### src/rtl/multi_servo_pwm.sv
// multi_servo_pwm: NUM_CH-channel RC servo pulse generator.
// One tick prescaler and one frame counter are shared by all channels. Each
// channel shadows its written position in `target` and promotes it to
// `active` only at frame start, so a pulse is never cut short or stretched.
// Optional feature macro: SERVO_SLEW_EN limits the per-frame change of
// `active` to SLEW_STEP positions.
module multi_servo_pwm #(
    parameter int NUM_CH      = 4,
    parameter int POS_W       = 8,
    parameter int CLK_DIV     = 195,
    parameter int MIN_TICKS   = 256,
    parameter int FRAME_TICKS = 4096,
    parameter int RESET_POS   = 128,
    parameter int SLEW_STEP   = 4
) (
    input  logic                                        clk,
    input  logic                                        rst_n,
    input  logic                                        wr_en,
    input  logic [(NUM_CH > 1 ? $clog2(NUM_CH) : 1)-1:0] wr_ch,
    input  logic [POS_W-1:0]                            wr_pos,
    input  logic [NUM_CH-1:0]                           ch_en,
    output logic [NUM_CH-1:0]                           servo_pulse,
    output logic                                        frame_strobe
);
    localparam int CH_W = (NUM_CH > 1) ? $clog2(NUM_CH) : 1;
    localparam int DW   = $clog2(CLK_DIV);
    localparam int FW   = $clog2(FRAME_TICKS);
    localparam int CW   = FW + 1;   // one spare bit so MIN_TICKS + position cannot overflow

    localparam logic [DW-1:0]    DIV_LAST   = DW'(CLK_DIV - 1);
    localparam logic [FW-1:0]    FRAME_LAST = FW'(FRAME_TICKS - 1);
    localparam logic [CW-1:0]    MIN_W      = CW'(MIN_TICKS);
    localparam logic [POS_W-1:0] RST_POS    = POS_W'(RESET_POS);

    // Reject parameter sets that would break the width/overflow reasoning below
    if (NUM_CH < 1 || NUM_CH > 16 || CLK_DIV < 2 || SLEW_STEP < 1 ||
        FRAME_TICKS < MIN_TICKS + (1 << POS_W)) begin : g_param_check
        $error("multi_servo_pwm: illegal parameter combination");
    end

    logic [DW-1:0]     div_cnt;
    logic [FW-1:0]     frame_cnt;
    logic              tick;
    logic              frame_load;
    logic              wr_ok;
    logic [NUM_CH-1:0] en_lat;
    logic [NUM_CH-1:0] pulse_next;

    assign tick       = (div_cnt == DIV_LAST);
    assign frame_load = tick && (frame_cnt == FRAME_LAST);
    assign wr_ok      = wr_en && (32'(wr_ch) < 32'(NUM_CH));

    // Tick prescaler: free-running 0..CLK_DIV-1
    always_ff @(posedge clk or negedge rst_n) begin
        if (!rst_n)    div_cnt <= '0;
        else if (tick) div_cnt <= '0;
        else           div_cnt <= div_cnt + 1'b1;
    end

    // Frame counter: advances once per tick, wraps only at FRAME_TICKS-1
    always_ff @(posedge clk or negedge rst_n) begin
        if (!rst_n)          frame_cnt <= '0;
        else if (frame_load) frame_cnt <= '0;
        else if (tick)       frame_cnt <= frame_cnt + 1'b1;
    end

    // Frame-start bookkeeping: latch channel enables and flag the frame boundary
    always_ff @(posedge clk or negedge rst_n) begin
        if (!rst_n) begin
            en_lat       <= '0;
            frame_strobe <= 1'b0;
        end else begin
            frame_strobe <= frame_load;
            if (frame_load) en_lat <= ch_en;
        end
    end

    for (genvar i = 0; i < NUM_CH; i++) begin : g_ch
        logic [POS_W-1:0] target;
        logic [POS_W-1:0] active;
        logic [POS_W-1:0] next_active;

        // Shadow writes into target; active changes only at frame start
        always_ff @(posedge clk or negedge rst_n) begin
            if (!rst_n) begin
                target <= RST_POS;
                active <= RST_POS;
            end else begin
                if (wr_ok && wr_ch == CH_W'(i)) target <= wr_pos;
                if (frame_load)                 active <= next_active;
            end
        end

`ifdef SERVO_SLEW_EN
        localparam int               STEP_C = (SLEW_STEP > (1 << POS_W)) ? (1 << POS_W) : SLEW_STEP;
        localparam logic [POS_W:0]   STEP   = (POS_W + 1)'(STEP_C);
        logic [POS_W:0] diff;

        // Move toward target by at most STEP; never passes target, so no wrap
        always_comb begin
            diff        = '0;
            next_active = target;
            if (target > active) begin
                diff = {1'b0, target} - {1'b0, active};
                if (diff > STEP) next_active = active + STEP[POS_W-1:0];
            end else if (active > target) begin
                diff = {1'b0, active} - {1'b0, target};
                if (diff > STEP) next_active = active - STEP[POS_W-1:0];
            end
        end
`else
        assign next_active = target;
`endif

        assign pulse_next[i] = en_lat[i] && ({1'b0, frame_cnt} < MIN_W + CW'(active));
    end

    // Registered pulse outputs: high while the frame position is inside the width
    always_ff @(posedge clk or negedge rst_n) begin
        if (!rst_n) servo_pulse <= '0;
        else        servo_pulse <= pulse_next;
    end

endmodule

### config.mk
export PLATFORM = sky130hd
export DESIGN_NAME = multi_servo_pwm
export DESIGN_NICKNAME = d
export VERILOG_FILES = /design/src/rtl/multi_servo_pwm.sv
export SDC_FILE = /design/constraint.sdc
export NUM_CORES = 1
export LEC_CHECK = 0
export CAP_MARGIN = 5
export CORE_MARGIN = 1
export CORE_UTILIZATION = 35
export DETAILED_ROUTE_END_ITERATION = 16
export MAX_ROUTING_LAYER = met4
export PLACE_DENSITY = 0.5
export SYNTH_ARGS = -nofsm -noshare
export SYNTH_HDL_FRONTEND = slang
export SYNTH_SLANG_ARGS = --single-unit
### constraint.sdc
create_clock -name clk -period 2.4 [get_ports clk]
set_clock_uncertainty 0.05 [all_clocks]
set_input_delay 0.48 -clock clk [delete_from_list [all_inputs] [get_ports clk]]
set_output_delay 0.48 -clock clk [all_outputs]
set_load 0.05 [all_outputs]
==> impl_metrics.ini, run 1 <==
[synth]
synth-async-reset-ratio = 1.000
syn_avg_cell_area_um2 = 12.81
synth-main-ff-cell = dfrtp_1
ys_types = 37
ys_top_cells_by_area = dfrtp_1 48%, mux2_2 15%, ha_1 8.7%, dfstp_2 4.7%, inv_1 2.4%
synth-seq-cells = 93
synth_nets = 396
synth_edf_count = 0
synth_sequential_area_ratio = 0.5244
yosysWarnings = 0
syn-cell-area_um2 = 4457
yosys.area.top_type = dfrtp_1
synth_top_cell_area_share = 0.4773
netlist_instances = 348

[placed_design]
gp_congestion = 0.7794
io_buffers = 21
hpwl_um = 6114

[routing]
wl_um = 8775
drtIter0Drc = 63
vias = 2703
detail_route.wl_per_cell_um = 15.81
drc = 0
drt_pre_antenna_iters = 4
via_per_inst = 4.870
ant_nets = 0

[clock_tree]
clock_latency_ns = 0.34
ctsResizeCount = 0
cts_sinks = 93
cts_buffers = 9
clock-root-buffer = clkbuf_16
tritoncts = done
cts_hold_buffers = 0
clock_path_buffers = 2
post_cts_buffers = 0
cts-htree-levels = 3
clk_pin_slew_worst_paths_ns = 0.06

[worst_hold_path]
hp-class = in2async

[sta]
setup_viol = 0
rsz0062_at_grt = no
drv_slew = 0
fin_crit_sh = 0.8331
finalHoldViolations = 0
tightest_slew_ns = 0.5845
period_needed_ns = 1.999
tns_ns = 0
relSlewSlack = 0.6093
max_freq_mhz = 500.2

[grt]
grt_pass1_vias = 2772
grt-ovfl-total = 0
grt_pass1_wl_um = 14780
met3_usage = 0.03690
grtUsageTotal = 0.1556
met1_usage = 0.2107
grt_max_degree = 94
grt_antenna_before_repair = 0
use_met2 = 0.2253
gr-max-usage-layer = met2

[setup_path]
critPathSlowestCell = clkdlybuf4s50_1
worstPathMaxFanout = 1
cp_cell_sequence = clkdlybuf4s50_1
critical_path.startpoint_type = register
required_ns = 1.87
crit_buf_inv = 1
rrSetupSlack_ns = 0.42
critPathArrivalTime_ns = 1.47
endpoint_kind = output pin
setup.worst_path.class = reg2out
critical_path.max_stage_delay_ns = 0.80
cpLargestDelayFamily = buffers and inverters

[floorplan]
start_util = 0.3650
row_count = 40
fp.dieArea_um2 = 13190
core_um2 = 12210
die_y_um = 114.8
die_x_um = 114.8
ioPinCount = 22

[pwr]
p_leak_nw = 2.347
ir_drop_v = 0.0003809
power.density_nw_per_um2 = 622.1
finalPower_w = 0.003220

[job]
maxCapViolCount = 0

[finish]
drive_gt1_frac = 0.2481
num-nets-final = 430
n_antenna_cell = 0
syn_to_final_growth_pct = 16.14

[status]
status = complete, no violations
-- state kept, by name, indices dropped and copies added, names as in the netlist --
name              count
g_ch.next_active     32
en_lat                4
g_ch.active          32
servo_pulse           4
frame_cnt            12
div_cnt               8
frame_strobe          1
-- area by class of cell --
cell class,instances,area (µm²)
fill,1186,7036
sequential,93,2337
multi-input combinational,220,1954
inverter,29,108.9
clock inverter,1,5.005
tap,168,210.2
clock buffer,15,267.8
timing repair buffer,29,292.8
-- synth_stat cells, types with 2 or more instances --
master    count
mux2_2       60
dfrtp_1      85
and3_1        4
nand3_1      11
o211ai_1      4
o31ai_1       3
a21oi_1       6
nand4_1       9
nand3b_1      2
a211o_1       4
o21ai_0       7
nor2_1       14
xnor2_1       7
dfstp_2       8
nand2b_1      5
nand2_1       8
ha_1         31
buf_6         4
xor2_1        6
nor3_1        7
a211oi_1      4
mux2_1        8
inv_1        29
and2_1        2
a21o_1        8
-- where the power goes --
group,switching [W],internal (W)
Sequential,0.0000488,0.00168
Clock,0.000547,0.000758
Combinational,0.0000769,0.000109
-- path summary, 6_finish.rpt --
kind	start	endpoint	cells after the start
setup / recovery	servo_pulse[0]	servo_pulse[0]	1
hold / removal	rst_n	div_cnt[3]	2
setup reg to reg	frame_cnt[5]	g_ch[1].active[3]	5
hold reg to reg	g_ch[3].next_active[6]	g_ch[3].active[6]	1
max in group asynchronous	rst_n	g_ch[2].active[7]	2
min in group clk	g_ch[3].next_active[6]	g_ch[3].active[6]	1
-- routing by layer --
layer | part of all wire | vias to the layer above
li1 | - | 1309
met5 | 0 | -
met4 | 0.014 | 0
met1 | 0.53 | 1350
met3 | 0.022 | 13
met2 | 0.43 | 31
-- stage by stage --
stage,utilization,setup WS [ns],cell area [µm²],hold WS [ns],instances
2_1_floorplan,-,0.5063,4457,0.1344,348
3_3_place_gp,0.4015,0.2893,4903,0.4205,539
3_5_place_dp,0.4015,0.2680,4903,0.4218,539
4_1_cts,0.4239,0.3747,5176,0.1521,555
5_1_grt,0.4239,0.3027,5176,0.1670,555
6_report,0.4239,0.4006,5176,0.1188,555
-- cell families (layout without fill, tap and decap cells) --
group           after synthesis  in the layout  synth area share
compound gates               36             36           0.05446
xor+xnor                     13             13           0.02555
fa+ha+maj                    31             31           0.08703
buf+inv                      35             74           0.03706
flops                        93             93            0.5244
mux                          68             68            0.1718
simple gates                 72             72           0.09966
-- placed cells by master, fill, tap and decap left out, types with 5 or more instances in the layout --
| cell | count |
|---|---|
| nand3_1 | 11 |
| nand2b_1 | 5 |
| nor2_1 | 14 |
| nand4_1 | 9 |
| a21o_1 | 8 |
| clkdlybuf4s50_1 | 20 |
| o21ai_0 | 7 |
| dfstp_2 | 8 |
| nor3_1 | 7 |
| a21oi_1 | 6 |
| clkbuf_16 | 9 |
| xnor2_1 | 7 |
| dfrtp_1 | 85 |
| ha_1 | 31 |
| inv_1 | 29 |
| xor2_1 | 6 |
| nand2_1 | 8 |
| buf_4 | 7 |
| mux2_2 | 60 |
| mux2_1 | 8 |
Power figures use the tool's default switching activity.
==> run 2: changes to the inputs <==
- clock period: 2.4 -> 1.9 ns (I/O delays scaled with it)
==> run 2 against run 1 <==
The run now ends with negative hold slack left. Flip-flop and latch count did not move. Via count rose by 1.4%. Routed wire length barely moved. Sequential share of layout area fell by 1.5 points. Global-route usage barely moved. Sequential power rose by 27%. Combinational power rose by 31%. Worst setup slack got worse by 0.35 ns. Clock power rose by 45%. Critical path type is now reg2reg.
==> impl_metrics.ini, run 2 (synthesis results as in run 1) <==
[setup_path]
rrSetupSlack_ns = 0.05
cp_cell_sequence = and4_4 > nand4_4 > nor2_4 > buf_12 > mux2_2
critical_path.max_stage_delay_ns = 0.48
reg2regPathDepth = 5
crit_cells = 5
critical_path.startpoint_type = register
crit_buf_inv = 1
endpoint_kind = register
required_ns = 2.08
critPathSlowestCell = dfrtp_1
critPathArrivalTime_ns = 2.02
cpLargestDelayFamily = simple AND/OR/NAND/NOR gates
worstPathMaxFanout = 26
setup.worst_path.class = reg2reg

[floorplan]
row_count = 40
ioPinCount = 22
start_util = 0.3650
die_x_um = 114.8
die_y_um = 114.8
fp.dieArea_um2 = 13190
core_um2 = 12210

[finish]
num-nets-final = 447
final_cells = 571
final_cell_mix = 84 x dfrtp_1, 60 x mux2_2, 31 x ha_1
final-seq-area_um2 = 2338
layout_commonest_cell = dfrtp_1
fillers = 1168
post-route-util = 0.4383
multi_input_area_um2 = 1954
syn_to_final_growth_pct = 20.10
n_antenna_cell = 0
final_cell_area_um2 = 5353
drive_gt1_frac = 0.2978

[grt]
grt_antenna_before_repair = 0
grt_pass1_vias = 2832
grt_pass1_wl_um = 14730
grtUsageTotal = 0.1556
grt-ovfl-total = 0
grt_max_degree = 94

[clock_tree]
post_cts_buffers = 0
clock-root-buffer = clkbuf_16
cts_sinks = 93
clock_latency_ns = 0.34
tritoncts = done
clock_path_buffers = 2
clk_pin_slew_worst_paths_ns = 0.06
cts-htree-levels = 3
cts_buffers = 9
cts_hold_buffers = 0

[pwr]
p_leak_nw = 2.469
power.density_nw_per_um2 = 809.3
finalPower_w = 0.004332
ir_drop_v = 0.0003118

[sta]
period_needed_ns = 1.845
tightest_slew_ns = 0.5304
finalHoldViolations = 3
drv_slew = 0
max_freq_mhz = 541.9
rsz0062_at_grt = yes
fin_crit_sh = 0.9712
setup_viol = 0
relSlewSlack = 0.6464
whs_ns = -0.01408

[placed_design]
hpwl_um = 6386
io_buffers = 21
dpl_cell_area_um2 = 5034
dp_cells = 556
gp_congestion = 0.7876

[routing]
detail_route.wl_per_cell_um = 15.36
wl_um = 8771
vias = 2740
drtIter0Drc = 120
ant_nets = 0
drt_pre_antenna_iters = 4
via_per_inst = 4.799
drc = 0

[status]
violations = negative hold slack
status = complete, but fails checks

[worst_hold_path]
hp-class = in2async

[job]
maxCapViolCount = 0
-- run 2: layer usage --
layer  track usage  wire length (µm)  part of all wire
met1        0.2106              4556              0.52
met3       0.02688               208             0.024
met2        0.2229              3831              0.44
met4       0.08052               175             0.020
met5             -                 0                 0
-- run 2: final cells by class --
class	instances	area share
flip-flops and latches	93	0.4369
multi-input cells	220	0.3651
repair buffers	46	0.07948
clock buffers	11	0.04535
well taps	168	0.03927
inverters	29	0.02034
clock inverters	4	0.01356
-- run 2: final timing paths --
kind,startpoint,to
max in group asynchronous,rst_n,g_ch[3].active[7]
hold / removal,rst_n,div_cnt[3]
setup / recovery,frame_cnt[5],g_ch[1].active[4]
hold reg to reg,g_ch[3].active[1],g_ch[3].active[1]
setup reg to reg,frame_cnt[5],g_ch[1].active[4]
min in group clk,g_ch[3].active[1],g_ch[3].active[1]
-- run 2: what timing repair did --
action | CTS | global route
gates cloned | 0 | 0
resized for setup | 1 | 2
endpoints found under the setup margin | 1 | 37
-- run 2: power breakdown --
group          internal (W)  total, W  switching (W)
Sequential          0.00212   0.00219      0.0000639
Combinational      0.000145  0.000244      0.0000985
Clock               0.00118   0.00190       0.000724
-- run 2: through the flow --
step,setup TNS (ns),setup WS (ns)
after global routing,-2.272,-0.08735
after CTS,0,0.005095
after floorplan,0,0.006332
after detailed placement,0,0.02076
final,0,0.05471
after global placement,0,0.06399
==> run 3: changes to the inputs <==
- PLACE_DENSITY: 0.5 -> 0.53
- clock period: 1.9 -> 2.35 ns (I/O delays scaled with it)
==> run 3 against run 2 <==
Critical endpoint is now servo_pulse[1]. Global-route usage up 0.17 points. The run now ends clean. Routed wire length down 0.79%. First-iteration DRC count shrank 26%. Count of clock-buffer cells in the layout increased by 1. Clock power down 28%. Worst hold slack improved by 0.030 ns. Sequential share of layout area increased by 1.2 points.
==> impl_metrics.ini, run 3 (synthesis results as in run 1) <==
[floorplan]
fp.dieArea_um2 = 13190
die_y_um = 114.8
start_util = 0.3650
ioPinCount = 22
row_count = 40
core_um2 = 12210
die_x_um = 114.8

[grt]
grtUsageTotal = 0.1573
grt_pass1_wl_um = 14850
gr-max-usage-layer = met2
met3_usage = 0.04744
grt_max_degree = 63
use_met2 = 0.2249
met1_usage = 0.2140
grt_antenna_before_repair = 0
grt-ovfl-total = 0
grt_pass1_vias = 2815

[sta]
max_freq_mhz = 501.9
period_needed_ns = 1.992
relSlewSlack = 0.6611
finalHoldViolations = 0
tns_ns = 0
setup_viol = 0
tightest_slew_ns = 0.5067
fin_crit_sh = 0.8479
rsz0062_at_grt = no
drv_slew = 0

[routing]
detail_route.wl_per_cell_um = 15.59
drt_pre_antenna_iters = 4
drc = 0
via_per_inst = 4.842
wl_um = 8702
drtIter0Drc = 89
vias = 2702
ant_nets = 0

[finish]
fillers = 1179
multi_input_area_um2 = 1954
layout_commonest_cell = dfrtp_1
n_antenna_cell = 0
post-route-util = 0.4263
final_cell_area_um2 = 5206
final-seq-area_um2 = 2337
drive_gt1_frac = 0.2590
syn_to_final_growth_pct = 16.82
num-nets-final = 433
final_cell_mix = 85 x dfrtp_1, 60 x mux2_2, 31 x ha_1

[clock_tree]
clock_latency_ns = 0.35
cts-htree-levels = 3
clk_pin_slew_worst_paths_ns = 0.06
ctsResizeCount = 0
clock_path_buffers = 2
cts_hold_buffers = 0
clock-root-buffer = clkbuf_16
cts_sinks = 93
cts_buffers = 9
tritoncts = done
post_cts_buffers = 0

[setup_path]
worstPathMaxFanout = 1
reg2regPathDepth = 7
critPathArrivalTime_ns = 1.47
setup.worst_path.class = reg2out
required_ns = 1.83
endpoint_kind = output pin
timing.rr.start = div_cnt[0]
critPathSlowestCell = clkdlybuf4s50_1
cpLargestDelayFamily = buffers and inverters
critical_path.startpoint_type = register
cp_cell_sequence = clkdlybuf4s50_1
reg2reg_to = en_lat[0]
critical_path.max_stage_delay_ns = 0.79
crit_buf_inv = 1
rrSetupSlack_ns = 0.40

[pwr]
power.density_nw_per_um2 = 635.9
ir_drop_v = 0.0004944
p_leak_nw = 2.362

[placed_design]
gp_congestion = 0.7686
dpl_cell_area_um2 = 4926
io_buffers = 21
hpwl_um = 6186

[job]
maxCapViolCount = 0

[worst_hold_path]
hp-class = in2async

[status]
status = complete, no violations
-- run 3: changes by cell type in the layout (fill, tap and decap cells not counted), sizes merged --
cell / change
clkbuf: +1
clkdlybuf4s50: +5
buf: -18
bufinv: -2
clkinv: +2
dlygate4sd2: -1
-- run 3: how the worst max path moves through the flow --
stage	end	startpoint	slack [ns]	cells after the start
3_5_place_dp	g_ch[2].next_active[1]	wr_ch[0]	0.35	3
2_1_floorplan	en_lat[0]	div_cnt[0]	0.46	7
3_3_place_gp	g_ch[1].next_active[2]	wr_ch[1]	0.33	3
5_1_grt	g_ch[2].active[4]	div_cnt[0]	0.26	7
4_1_cts	servo_pulse[1]	servo_pulse[1]	0.34	1
6_report	servo_pulse[1]	servo_pulse[1]	0.36	1
-- run 3: power breakdown --
| group | internal [W] | switching, W | leakage, nW |
|---|---|---|---|
| sequential | 0.00171 | 0.0000471 | 1.20 |
| clock | 0.000752 | 0.000607 | 0.133 |
| combinational | 0.000112 | 0.0000778 | 1.03 |
-- run 3: stage by stage --
stage	worst slack (ns)	total power (W)	cells	hold WS, ns
after floorplan	0.4563	0.001880	348	0.1244
after global placement	0.3337	0.001977	542	0.3862
after detailed placement	0.3465	0.001988	542	0.3947
after CTS	0.3364	0.003369	558	0.01823
after global routing	0.2552	0.003463	558	0.04139
final	0.3575	0.003311	558	0.01556
-- run 3: area by class of cell --
cell class | instances | share of cell area
clock buffer | 12 | 0.04734
sequential | 93 | 0.4489
tap | 168 | 0.04038
multi-input combinational | 220 | 0.3754
clock inverter | 4 | 0.006489
timing repair buffer | 32 | 0.06056
inverter | 29 | 0.02091
-- run 3: layer usage --
metal	routed length, µm	part of all wire
met5	0	0
met4	95	0.011
met3	267	0.031
met2	3794	0.44
met1	4545	0.52
